[config.mk]
export PLATFORM = sky130hd
export DESIGN_NAME = tx_frame_ctrl
export DESIGN_NICKNAME = d
export VERILOG_FILES = /design/src/rtl/rifl_pkg.sv /design/src/rtl/rise_edge_det.sv /design/src/rtl/tx_frame_ctrl.sv
export SDC_FILE = /design/constraint.sdc
export NUM_CORES = 1
export LEC_CHECK = 0
export BUFFER_PORTS_ARGS = -buffer_cell sky130_fd_sc_hd__clkbuf_2
export CAP_MARGIN = 20
export CORE_UTILIZATION = 45
export DETAILED_ROUTE_END_ITERATION = 7
export PLACE_DENSITY_LB_ADDON = 0.1
export SLEW_MARGIN = 0
export SYNTH_ARGS = -nofsm -noshare
export SYNTH_HDL_FRONTEND = slang
export SYNTH_SLANG_ARGS = --single-unit
[constraint.sdc]
create_clock -name tx_frame_clk -period 1.35 [get_ports tx_frame_clk]
set_clock_uncertainty 0.15 [all_clocks]
set_input_delay 0.405 -clock tx_frame_clk [delete_from_list [all_inputs] [get_ports tx_frame_clk]]
set_output_delay 0.405 -clock tx_frame_clk [all_outputs]
set_load 0.05 [all_outputs]
[src/rtl/rifl_pkg.sv]
// Shared types for the TX frame scheduler: frame/state encodings and counter sizing.
package rifl_pkg;

  typedef enum logic [1:0] {
    FT_INIT  = 2'd0,
    FT_IDLE  = 2'd1,
    FT_DATA  = 2'd2,
    FT_PAUSE = 2'd3
  } frame_type_t;

  typedef enum logic [1:0] {
    S_INIT    = 2'd0,
    S_UP      = 2'd1,
    S_RETRANS = 2'd2
  } tx_ctrl_state_t;

  // Bits needed to hold values 0..max_val (never less than one bit).
  function automatic int cnt_w(input int max_val);
    return (max_val < 2) ? 1 : $clog2(max_val + 1);
  endfunction

endpackage

[src/rtl/rise_edge_det.sv]
// Rising-edge detector: registers the previous level and flags a 0->1 change
// in the same cycle the new level is presented.
module rise_edge_det (
  input  logic clk,
  input  logic rst_n,
  input  logic i_sig,
  output logic o_rise
);

  logic r_prev;

  always_ff @(posedge clk) begin
    if (!rst_n) begin
      r_prev <= 1'b0;
    end else begin
      r_prev <= i_sig;
    end
  end

  assign o_rise = i_sig & ~r_prev;

endmodule

[src/rtl/tx_frame_ctrl.sv]
// TX frame scheduler: chooses INIT/IDLE/DATA/PAUSE/replay frames each cycle.
// Retransmission support is built only when TX_FRAME_CTRL_RETRANS_EN is defined.
module tx_frame_ctrl
  import rifl_pkg::*;
#(
  parameter int INIT_FRAMES    = 64,
  parameter int RETRANS_DEPTH  = 32,
  parameter int PAUSE_INTERVAL = 16
) (
  input  logic       tx_frame_clk,
  input  logic       rst_n,
  input  logic       pause_req,
  input  logic       retrans_req,
  input  logic       rx_aligned,
  input  logic       rx_up,
  input  logic       rx_error,
  input  logic       local_pause,
  input  logic       data_valid,
  output logic       data_ready,
  output logic [1:0] frame_type,
  output logic       frame_src_replay,
  output logic       retrans_start,
  output logic       tx_up
);

  localparam int ALIGN_W = cnt_w(INIT_FRAMES - 1);
  localparam int PTMR_W  = cnt_w(PAUSE_INTERVAL - 1);
  localparam logic [ALIGN_W-1:0] ALIGN_MAX   = ALIGN_W'(INIT_FRAMES - 1);
  localparam logic [PTMR_W-1:0]  PTMR_RELOAD = PTMR_W'(PAUSE_INTERVAL - 1);

  tx_ctrl_state_t       r_state;
  tx_ctrl_state_t       w_state_nxt;
  frame_type_t          r_frame_type;
  frame_type_t          w_ft_nxt;
  logic                 r_data_ready;
  logic                 w_ready_nxt;
  logic                 r_src_replay;
  logic                 w_src_nxt;
  logic                 r_retrans_start;
  logic                 w_rstart_nxt;
  logic                 r_tx_up;
  logic                 w_tx_up_nxt;
  logic [ALIGN_W-1:0]   r_align_cnt;
  logic [ALIGN_W-1:0]   w_align_nxt;
  logic [PTMR_W-1:0]    r_pause_tmr;
  logic [PTMR_W-1:0]    w_ptmr_nxt;
  logic [PTMR_W-1:0]    w_ptmr_run;
  logic                 w_link_ok;
  logic                 w_pause_fire;

`ifdef TX_FRAME_CTRL_RETRANS_EN
  localparam int REPLAY_W = cnt_w(RETRANS_DEPTH);
  localparam logic [REPLAY_W-1:0] REPLAY_LOAD = REPLAY_W'(RETRANS_DEPTH);

  logic [REPLAY_W-1:0]  r_replay_cnt;
  logic [REPLAY_W-1:0]  w_rcnt_nxt;
  logic                 w_retrans_rise;

  rise_edge_det u_retrans_edge (
    .clk    (tx_frame_clk),
    .rst_n  (rst_n),
    .i_sig  (retrans_req),
    .o_rise (w_retrans_rise)
  );

  always_ff @(posedge tx_frame_clk) begin
    if (!rst_n) begin
      r_replay_cnt <= '0;
    end else begin
      r_replay_cnt <= w_rcnt_nxt;
    end
  end
`else
  logic w_unused_retrans;
  assign w_unused_retrans = retrans_req ^ (RETRANS_DEPTH != 0);
`endif

  assign w_link_ok    = rx_up && !rx_error;
  assign w_pause_fire = local_pause && (r_pause_tmr == '0);
  // Timer counts down to zero and parks there; dropping local_pause rearms it.
  assign w_ptmr_run   = (local_pause && (r_pause_tmr != '0)) ? r_pause_tmr - 1'b1 : '0;

  always_comb begin
    w_state_nxt  = r_state;
    w_ft_nxt     = FT_INIT;
    w_ready_nxt  = 1'b0;
    w_src_nxt    = 1'b0;
    w_rstart_nxt = 1'b0;
    w_tx_up_nxt  = 1'b0;
    w_align_nxt  = '0;
    w_ptmr_nxt   = '0;
`ifdef TX_FRAME_CTRL_RETRANS_EN
    w_rcnt_nxt   = '0;
`endif
    case (r_state)
      S_INIT: begin
        if (rx_aligned) begin
          w_align_nxt = (r_align_cnt == ALIGN_MAX) ? r_align_cnt : r_align_cnt + 1'b1;
        end
        if (rx_aligned && rx_up && (r_align_cnt == ALIGN_MAX)) begin
          w_state_nxt = S_UP;
          w_align_nxt = '0;
        end
      end
      S_UP: begin
        // Link loss leaves every next-value at its cleared default.
        if (!w_link_ok) begin
          w_state_nxt = S_INIT;
        end else begin
          w_tx_up_nxt = 1'b1;
          w_ptmr_nxt  = w_ptmr_run;
`ifdef TX_FRAME_CTRL_RETRANS_EN
          if (w_retrans_rise) begin
            w_rstart_nxt = 1'b1;
            w_rcnt_nxt   = REPLAY_LOAD;
            w_state_nxt  = S_RETRANS;
            w_ft_nxt     = FT_IDLE;
          end else
`endif
          if (w_pause_fire) begin
            w_ft_nxt   = FT_PAUSE;
            w_ptmr_nxt = PTMR_RELOAD;
          end else if (pause_req) begin
            w_ft_nxt = FT_IDLE;
          end else if (data_valid) begin
            w_ft_nxt    = FT_DATA;
            w_ready_nxt = 1'b1;
          end else begin
            w_ft_nxt = FT_IDLE;
          end
        end
      end
`ifdef TX_FRAME_CTRL_RETRANS_EN
      S_RETRANS: begin
        if (!w_link_ok) begin
          w_state_nxt = S_INIT;
        end else begin
          w_tx_up_nxt = 1'b1;
          w_ptmr_nxt  = w_ptmr_run;
          w_rcnt_nxt  = r_replay_cnt;
          if (w_retrans_rise) begin
            w_rstart_nxt = 1'b1;
            w_rcnt_nxt   = REPLAY_LOAD;
            w_ft_nxt     = FT_IDLE;
          end else if (w_pause_fire) begin
            w_ft_nxt   = FT_PAUSE;
            w_ptmr_nxt = PTMR_RELOAD;
          end else if (pause_req) begin
            w_ft_nxt = FT_IDLE;
          end else begin
            w_ft_nxt   = FT_DATA;
            w_src_nxt  = 1'b1;
            w_rcnt_nxt = r_replay_cnt - 1'b1;
            if (r_replay_cnt == REPLAY_W'(1)) begin
              w_state_nxt = S_UP;
            end
          end
        end
      end
`endif
      default: begin
        w_state_nxt = S_INIT;
      end
    endcase
  end

  always_ff @(posedge tx_frame_clk) begin
    if (!rst_n) begin
      r_state         <= S_INIT;
      r_frame_type    <= FT_INIT;
      r_data_ready    <= 1'b0;
      r_src_replay    <= 1'b0;
      r_retrans_start <= 1'b0;
      r_tx_up         <= 1'b0;
      r_align_cnt     <= '0;
      r_pause_tmr     <= '0;
    end else begin
      r_state         <= w_state_nxt;
      r_frame_type    <= w_ft_nxt;
      r_data_ready    <= w_ready_nxt;
      r_src_replay    <= w_src_nxt;
      r_retrans_start <= w_rstart_nxt;
      r_tx_up         <= w_tx_up_nxt;
      r_align_cnt     <= w_align_nxt;
      r_pause_tmr     <= w_ptmr_nxt;
    end
  end

  assign frame_type       = r_frame_type;
  assign data_ready       = r_data_ready;
  assign frame_src_replay = r_src_replay;
  assign retrans_start    = r_retrans_start;
  assign tx_up            = r_tx_up;

endmodule

==> results of run 1 <==
## path summary, 6_finish.rpt
kind                                      from             end  slack (ns)  depth (start not counted)
worst min register to register  r_pause_tmr[0]  r_pause_tmr[0]        0.30                          1
worst max register to register  r_align_cnt[0]  r_align_cnt[5]        0.06                          5
worst min-delay path                data_valid   frame_type[0]        0.16                          2
worst max-delay path                     tx_up           tx_up        0.04                          1
## where the power goes
part	internal [mW]	leakage (nW)	switching (mW)
registers	0.445	0.124	0.00187
logic	0.0206	0.278	0.0321
clock network	0.114	0.0150	0.137
total	0.580	0.418	0.171
## per-stage QoR
step	utilization, %	worst slack, ns
after floorplan	-	0.0173
after global placement	58.5	-0.0226
after detailed placement	58.5	-0.0518
after CTS	63.6	0.0000400
after global routing	64.5	0.00106
final	64.5	0.0364
## per-layer routing
layer  routed length [um]  track usage, %  vias up  share of wire, %
li1                     -               -      295                 -
met4                   14            12.5        0               1.1
met5                    0               0        -                 0
met3                   31            3.26        2               2.5
met2                  621            27.4        8                50
met1                  577            19.3      269                46
## repair_timing
item / 4_1_cts / 5_1_grt
setup endpoints to repair: 8 / 9
pin swaps: 0 / 1
gates resized for setup: 12 / 10
## synth_stat cells
cell type and count:
dfxtp_1 15, a21oi_1 7, inv_1 6, nand2_1 6, a31oi_1 4, nor2_1 3, and3_1 2, buf_4 2
buf_6 2, ha_1 2, nand3_1 2, nand4_1 2, nor3_1 2, o21bai_1 2, xnor2_1 2, a211oi_1 1
a211oi_2 1, a21o_2 1, a41o_1 1, and2_1 1, and4_2 1, conb_1 1, nand2_4 1, nand3b_1 1
nand4b_1 1, nor3b_1 1, o21ai_0 1, o41ai_2 1
## registers in the layout, summed over array words and instances (netlist names)
name and count:
data_ready 1, tx_up 1, r_align_cnt 6, r_state 1, r_pause_tmr 4, frame_type 2
## cell type report
class                   instances  area (um^2)  share of cell area (%)
multi-input cells              48          324                    37.2
flip-flops and latches         15          309                    35.5
repair buffers                 21          170                    19.5
clock buffers                   4         26.3                    3.02
inverters                       6         22.5                    2.59
well taps                      15         18.8                    2.16
## cells by family after synthesis
| family | after synthesis | synth area share, % |
|---|---|---|
| AND/OR/NAND/NOR | 23 | 19.4 |
| other | 1 | 0.558 |
| AO/OA/AOI/OAI | 19 | 20.1 |
| XOR/XNOR | 2 | 2.61 |
| adder cells (fa/ha/maj) | 2 | 3.72 |
| flip-flops | 15 | 44.7 |
| buffers and inverters | 10 | 8.94 |
==> results by group, run 1 <==
Flow run
  – Max Cap Violations: 0

Synth
  – Post-Syn Area: 672 um^2
  – Top cell type's share of synthesized area: 44.7%
  – Avg Inst Size Synth: 9.33 um^2
  – Synthesized instance count: 72
  – Most area-consuming cells after synthesis: dfxtp_1 (45%), a21oi_1 (5.2%), a31oi_1 (3.7%)
  – Synth unique cells: 28
  – #FFs+latches synth: 15
  – Synth warn: 0
  – Largest area contributor in the netlist: dfxtp_1
  – Sequential-to-total area share from yosys stat: 44.7%

Placed design
  – Detailed placement HPWL: ~930 um
  – PortBufs: 11
  – Placed insts: ~110
  – RePlAce Congestion: 0.675
  – Area after DPL: between 700 and 800 um^2

Clock tree
  – Clock Path Buffers: 2
  – CTS sink count: 15
  – Clk slew on worst S/H paths: 0.09 ns
  – Worst skew pair latency: approximately 0.28 ns
  – Postcts setup bufs: 0
  – H-tree Lvls: 1
  – Root Buffer: clkbuf_4
  – Hold_buf cts: 0
  – CTS tree: done
  – Total CTS buffers: 3

Floorplanning
  – Width of the die: 40.6 um
  – Die Ht: 40.6 um
  – Starting Density: 49.8%
  – Die area: 1650 um^2
  – Core Box Area: 1350 um^2
  – I/O pins: 15
  – Std cell rows: 13

Setup path
  – Crit start category: register
  – CP cell instances: buf_8
  – Top Family by Delay on Critical Path: flip-flops
  – CP Buf/Inv Count: 1
  – Crit path largest cell delay: 0.34 ns
  – CP max FO: 1
  – CP Class: register to output pin
  – CP arrival: 0.76 ns
  – Slowest CP cell: dfxtp_2
  – Crit path required time: 0.80 ns
  – Crit. End Element: output pin

Timing
  – Final worst path period share: 97.3%
  – Max-slew violations: 0
  – Endpoints failing setup: 0
  – Final Hold Viols: 0
  – Achievable Freq: 761 MHz
  – RSZ-0062 raised after global routing: no
  – Setup TNS Final: 0 ns
  – Period minus WS final: 1.31 ns
  – Hold Slack: 0.164 ns

Power and ir drop
  – Power Dens Cells: 863 nW/um^2
  – Final Power: 0.751 mW
  – P_leak: 0.418 nW
  – Peak supply drop: 0.000567 V

Global route
  – Vias in the first global route: slightly below 500
  – First-pass GRT wire length: 1.81 mm
  – Gr ovfl total: 0
  – Largest net degree at the start of global routing: 9
  – GRT Util Overall: between 10% and 20%
  – Initial antenna violation count: 0

Layout
  – Commonest non-fill, non-tap cells in the layout: buf_4 (10), dfxtp_1 (8), a21oi_1 (7), dfxtp_2 (7), clkbuf_2 (7)
  – Filler cell count: ~120
  – Layout area overhead: 29.6%
  – Ant. Diodes: 0
  – Final net count: 106
  – Final Non-Filler Cells: approximately 110
  – Post-route cell area: between 800 and 900 um^2
  – Share of post-route cells with drive strength above 1: slightly above 40%
  – Leading cell type in the layout, fill and taps excluded: buf_4

Detailed routing
  – Via count: 574
  – DRT iter0 DRCs: 5
  – DRC viols: 0
  – Drt pass-1 iters: 2
  – Vias per inst: 5.27
  – Routed Antenna Nets: 0
  – Total wire length: 1.24 mm
  – Wire per inst: between 10 and 15 um

Min path
  – Worst hold path class: input port to register

Run status
  – Status: complete, no violations
Power figures use the tool's default switching activity.
==> run 2, diff against run 1 <==
PLACE_DENSITY = 0.71   (was unset)
PLACE_DENSITY_LB_ADDON = unset   (was 0.1)
==> results by group, run 2 (same netlist as run 1, synthesis figures left out) <==
Run status
  – Status: complete, no violations

Floorplanning
  – Starting Density: 49.8% (unchanged)
  – Std cell rows: 13 (unchanged)
  – Core Box Area: 1350 um^2 (unchanged)
  – Width of the die: 40.6 um (unchanged)
  – Die Ht: 40.6 um (unchanged)
  – I/O pins: 15 (unchanged)
  – Die area: 1650 um^2 (unchanged)

Timing
  – Final Hold Viols: 0 (unchanged)
  – Setup TNS Final: 0 ns (unchanged)
  – Endpoints failing setup: 0 (unchanged)
  – Final worst path period share: 97.0% (-0.30 points)
  – Final WS setup: 0.0404 ns (+0.00403 ns)
  – RSZ-0062 raised after global routing: no
  – Achievable Freq: 764 MHz (+0.31%)
  – Max-slew violations: 0 (unchanged)
  – Period minus WS final: 1.31 ns (-0.00403 ns)

Layout
  – Layout area overhead: 30.4%
  – Largest register FFs: 6 (unchanged)
  – Final net count: 105 (-0.94%)
  – Ant. Diodes: 0 (unchanged)
  – Leading cell type in the layout, fill and taps excluded: buf_4
  – Largest register by flop count: r_align_cnt
  – Share of post-route cells with drive strength above 1: 40.9% (+0.43 points)
  – Commonest non-fill, non-tap cells in the layout: buf_4 (9), dfxtp_1 (8), a21oi_1 (7), dfxtp_2 (7), clkbuf_2 (7)
  – Final Non-Filler Cells: 108 (-0.92%)

Placed design
  – Placed insts: 104 (-0.95%)
  – Detailed placement HPWL: 985 um (+6.4%)
  – PortBufs: 11 (unchanged)
  – Worst slack at placement: -0.0861 ns (-0.0343 ns)
  – RePlAce Congestion: 0.604 (-11%)

Global route
  – Largest net degree at the start of global routing: 9 (unchanged)
  – Vias in the first global route: 512 (+3.6%)
  – Initial antenna violation count: 0 (unchanged)
  – GRT Util Overall: 18.5% (+1.7 points)
  – Gr ovfl total: 0 (unchanged)
  – First-pass GRT wire length: 2.00 mm (+10%)

Setup path
  – Top Family by Delay on Critical Path: flip-flops
  – CP cell instances: buf_8
  – Crit path largest cell delay: 0.34 ns (about the same)
  – CP Buf/Inv Count: 1 (unchanged)
  – Slowest CP cell: dfxtp_2
  – CP Class: register to output pin
  – CP arrival: 0.75 ns (about the same)
  – CP max FO: 1 (unchanged)
  – Crit start category: register
  – Crit. End Element: output pin
  – Crit path required time: 0.80 ns (about the same)

Detailed routing
  – Met3 routed WL: 62 um (+100%)
  – Met1 WL: 582 um (+0.87%)
  – Met2 wire len: 698 um (+12%)
  – Wire per inst: 12.5 um (+9.8%)
  – Drt pass-1 iters: 4 (+2)
  – DRC viols: 0 (unchanged)
  – DR top layer: met4
  – Vias per inst: 5.31 (+0.75%)
  – Via count: 573 (-0.17%)
  – Routed Antenna Nets: 0 (unchanged)
  – DRT iter0 DRCs: 7 (+2)
  – Total wire length: 1.35 mm (+8.8%)

Min path
  – Worst hold path class: input port to register

Power and ir drop
  – Peak supply drop: 0.000887 V (+57%)
  – NetSw: 0.172 mW (+0.30%)
  – Seq pwr share: 59.5% (about the same)
  – P_leak: 0.415 nW (-0.60%)
  – Sw frac: 22.8% (about the same)
  – Comb pwr share: 7.3% (+0.3 points)
  – Clock power frac: 33.2% (-0.3 points)
  – Pint: 0.582 mW (+0.24%)
  – Power Dens Cells: 860 nW/um^2 (-0.32%)

Clock tree
  – CTS tree: done
  – Total CTS buffers: 3 (unchanged)
  – Worst skew pair latency: 0.28 ns (about the same)
  – Postcts setup bufs: 0 (unchanged)
  – Clock Path Buffers: 2 (unchanged)
  – Root Buffer: clkbuf_4
  – H-tree Lvls: 1 (unchanged)
  – CTS sink count: 15 (unchanged)
  – Clk slew on worst S/H paths: 0.08 ns (about the same)

Flow run
  – Max Cap Violations: 0 (unchanged)
==> run 2: cell types whose count changed in the layout (fill, tap and decap cells not counted), sizes merged <==
cell and change:
buf -1
==> run 2: power by group through the flow <==
stage                     Sequential (mW)  Clock, mW  Combinational (mW)
after floorplan                     0.457          0              0.0328
after global placement              0.457          0              0.0508
after detailed placement            0.457          0              0.0526
after CTS                           0.447      0.259              0.0536
after global routing                0.449      0.288              0.0596
final                               0.448      0.250              0.0546
==> run 2: final timing paths <==
kind             startpoint        endpoint  slack [ns]  cells after the start
max              data_ready      data_ready        0.04                      1
min              data_valid   frame_type[0]        0.18                      2
max reg2reg  r_align_cnt[0]  r_align_cnt[4]        0.06                      5
min reg2reg  r_pause_tmr[0]  r_pause_tmr[0]        0.31                      1
==> run 2: what timing repair did <==
item / 4_1_cts / 5_1_grt
gates cloned: 0 / 0
hold buffers: 0 / 0
setup endpoints to repair: 8 / 8
resized for setup: 13 / 11
==> run 2: metrics by stage <==
step | area [um^2] | total power, mW | hold slack, ns | util (%)
4_1_cts | 852 | 0.760 | 0.186 | 63.1
5_1_grt | 876 | 0.796 | 0.179 | 64.9
6_report | 876 | 0.753 | 0.182 | 64.9
2_1_floorplan | 678 | 0.490 | 0.289 | -
3_5_place_dp | 782 | 0.510 | 0.319 | 57.9
3_3_place_gp | 782 | 0.508 | 0.309 | 57.9
==> run 2: final cells by class <==
| class | count | area (um^2) |
|---|---|---|
| multi-input combinational | 48 | 337 |
| clock buffer | 4 | 26.3 |
| sequential | 15 | 309 |
| inverter | 6 | 22.5 |
| tap | 15 | 18.8 |
| timing repair buffer | 20 | 163 |
| fill | 114 | 474 |
==> run 2: per-layer routing <==
layer	vias up	global-route usage (%)
met5	-	0
met2	11	31.3
li1	295	-
met1	265	20.9
met4	0	5.00
met3	2	8.15
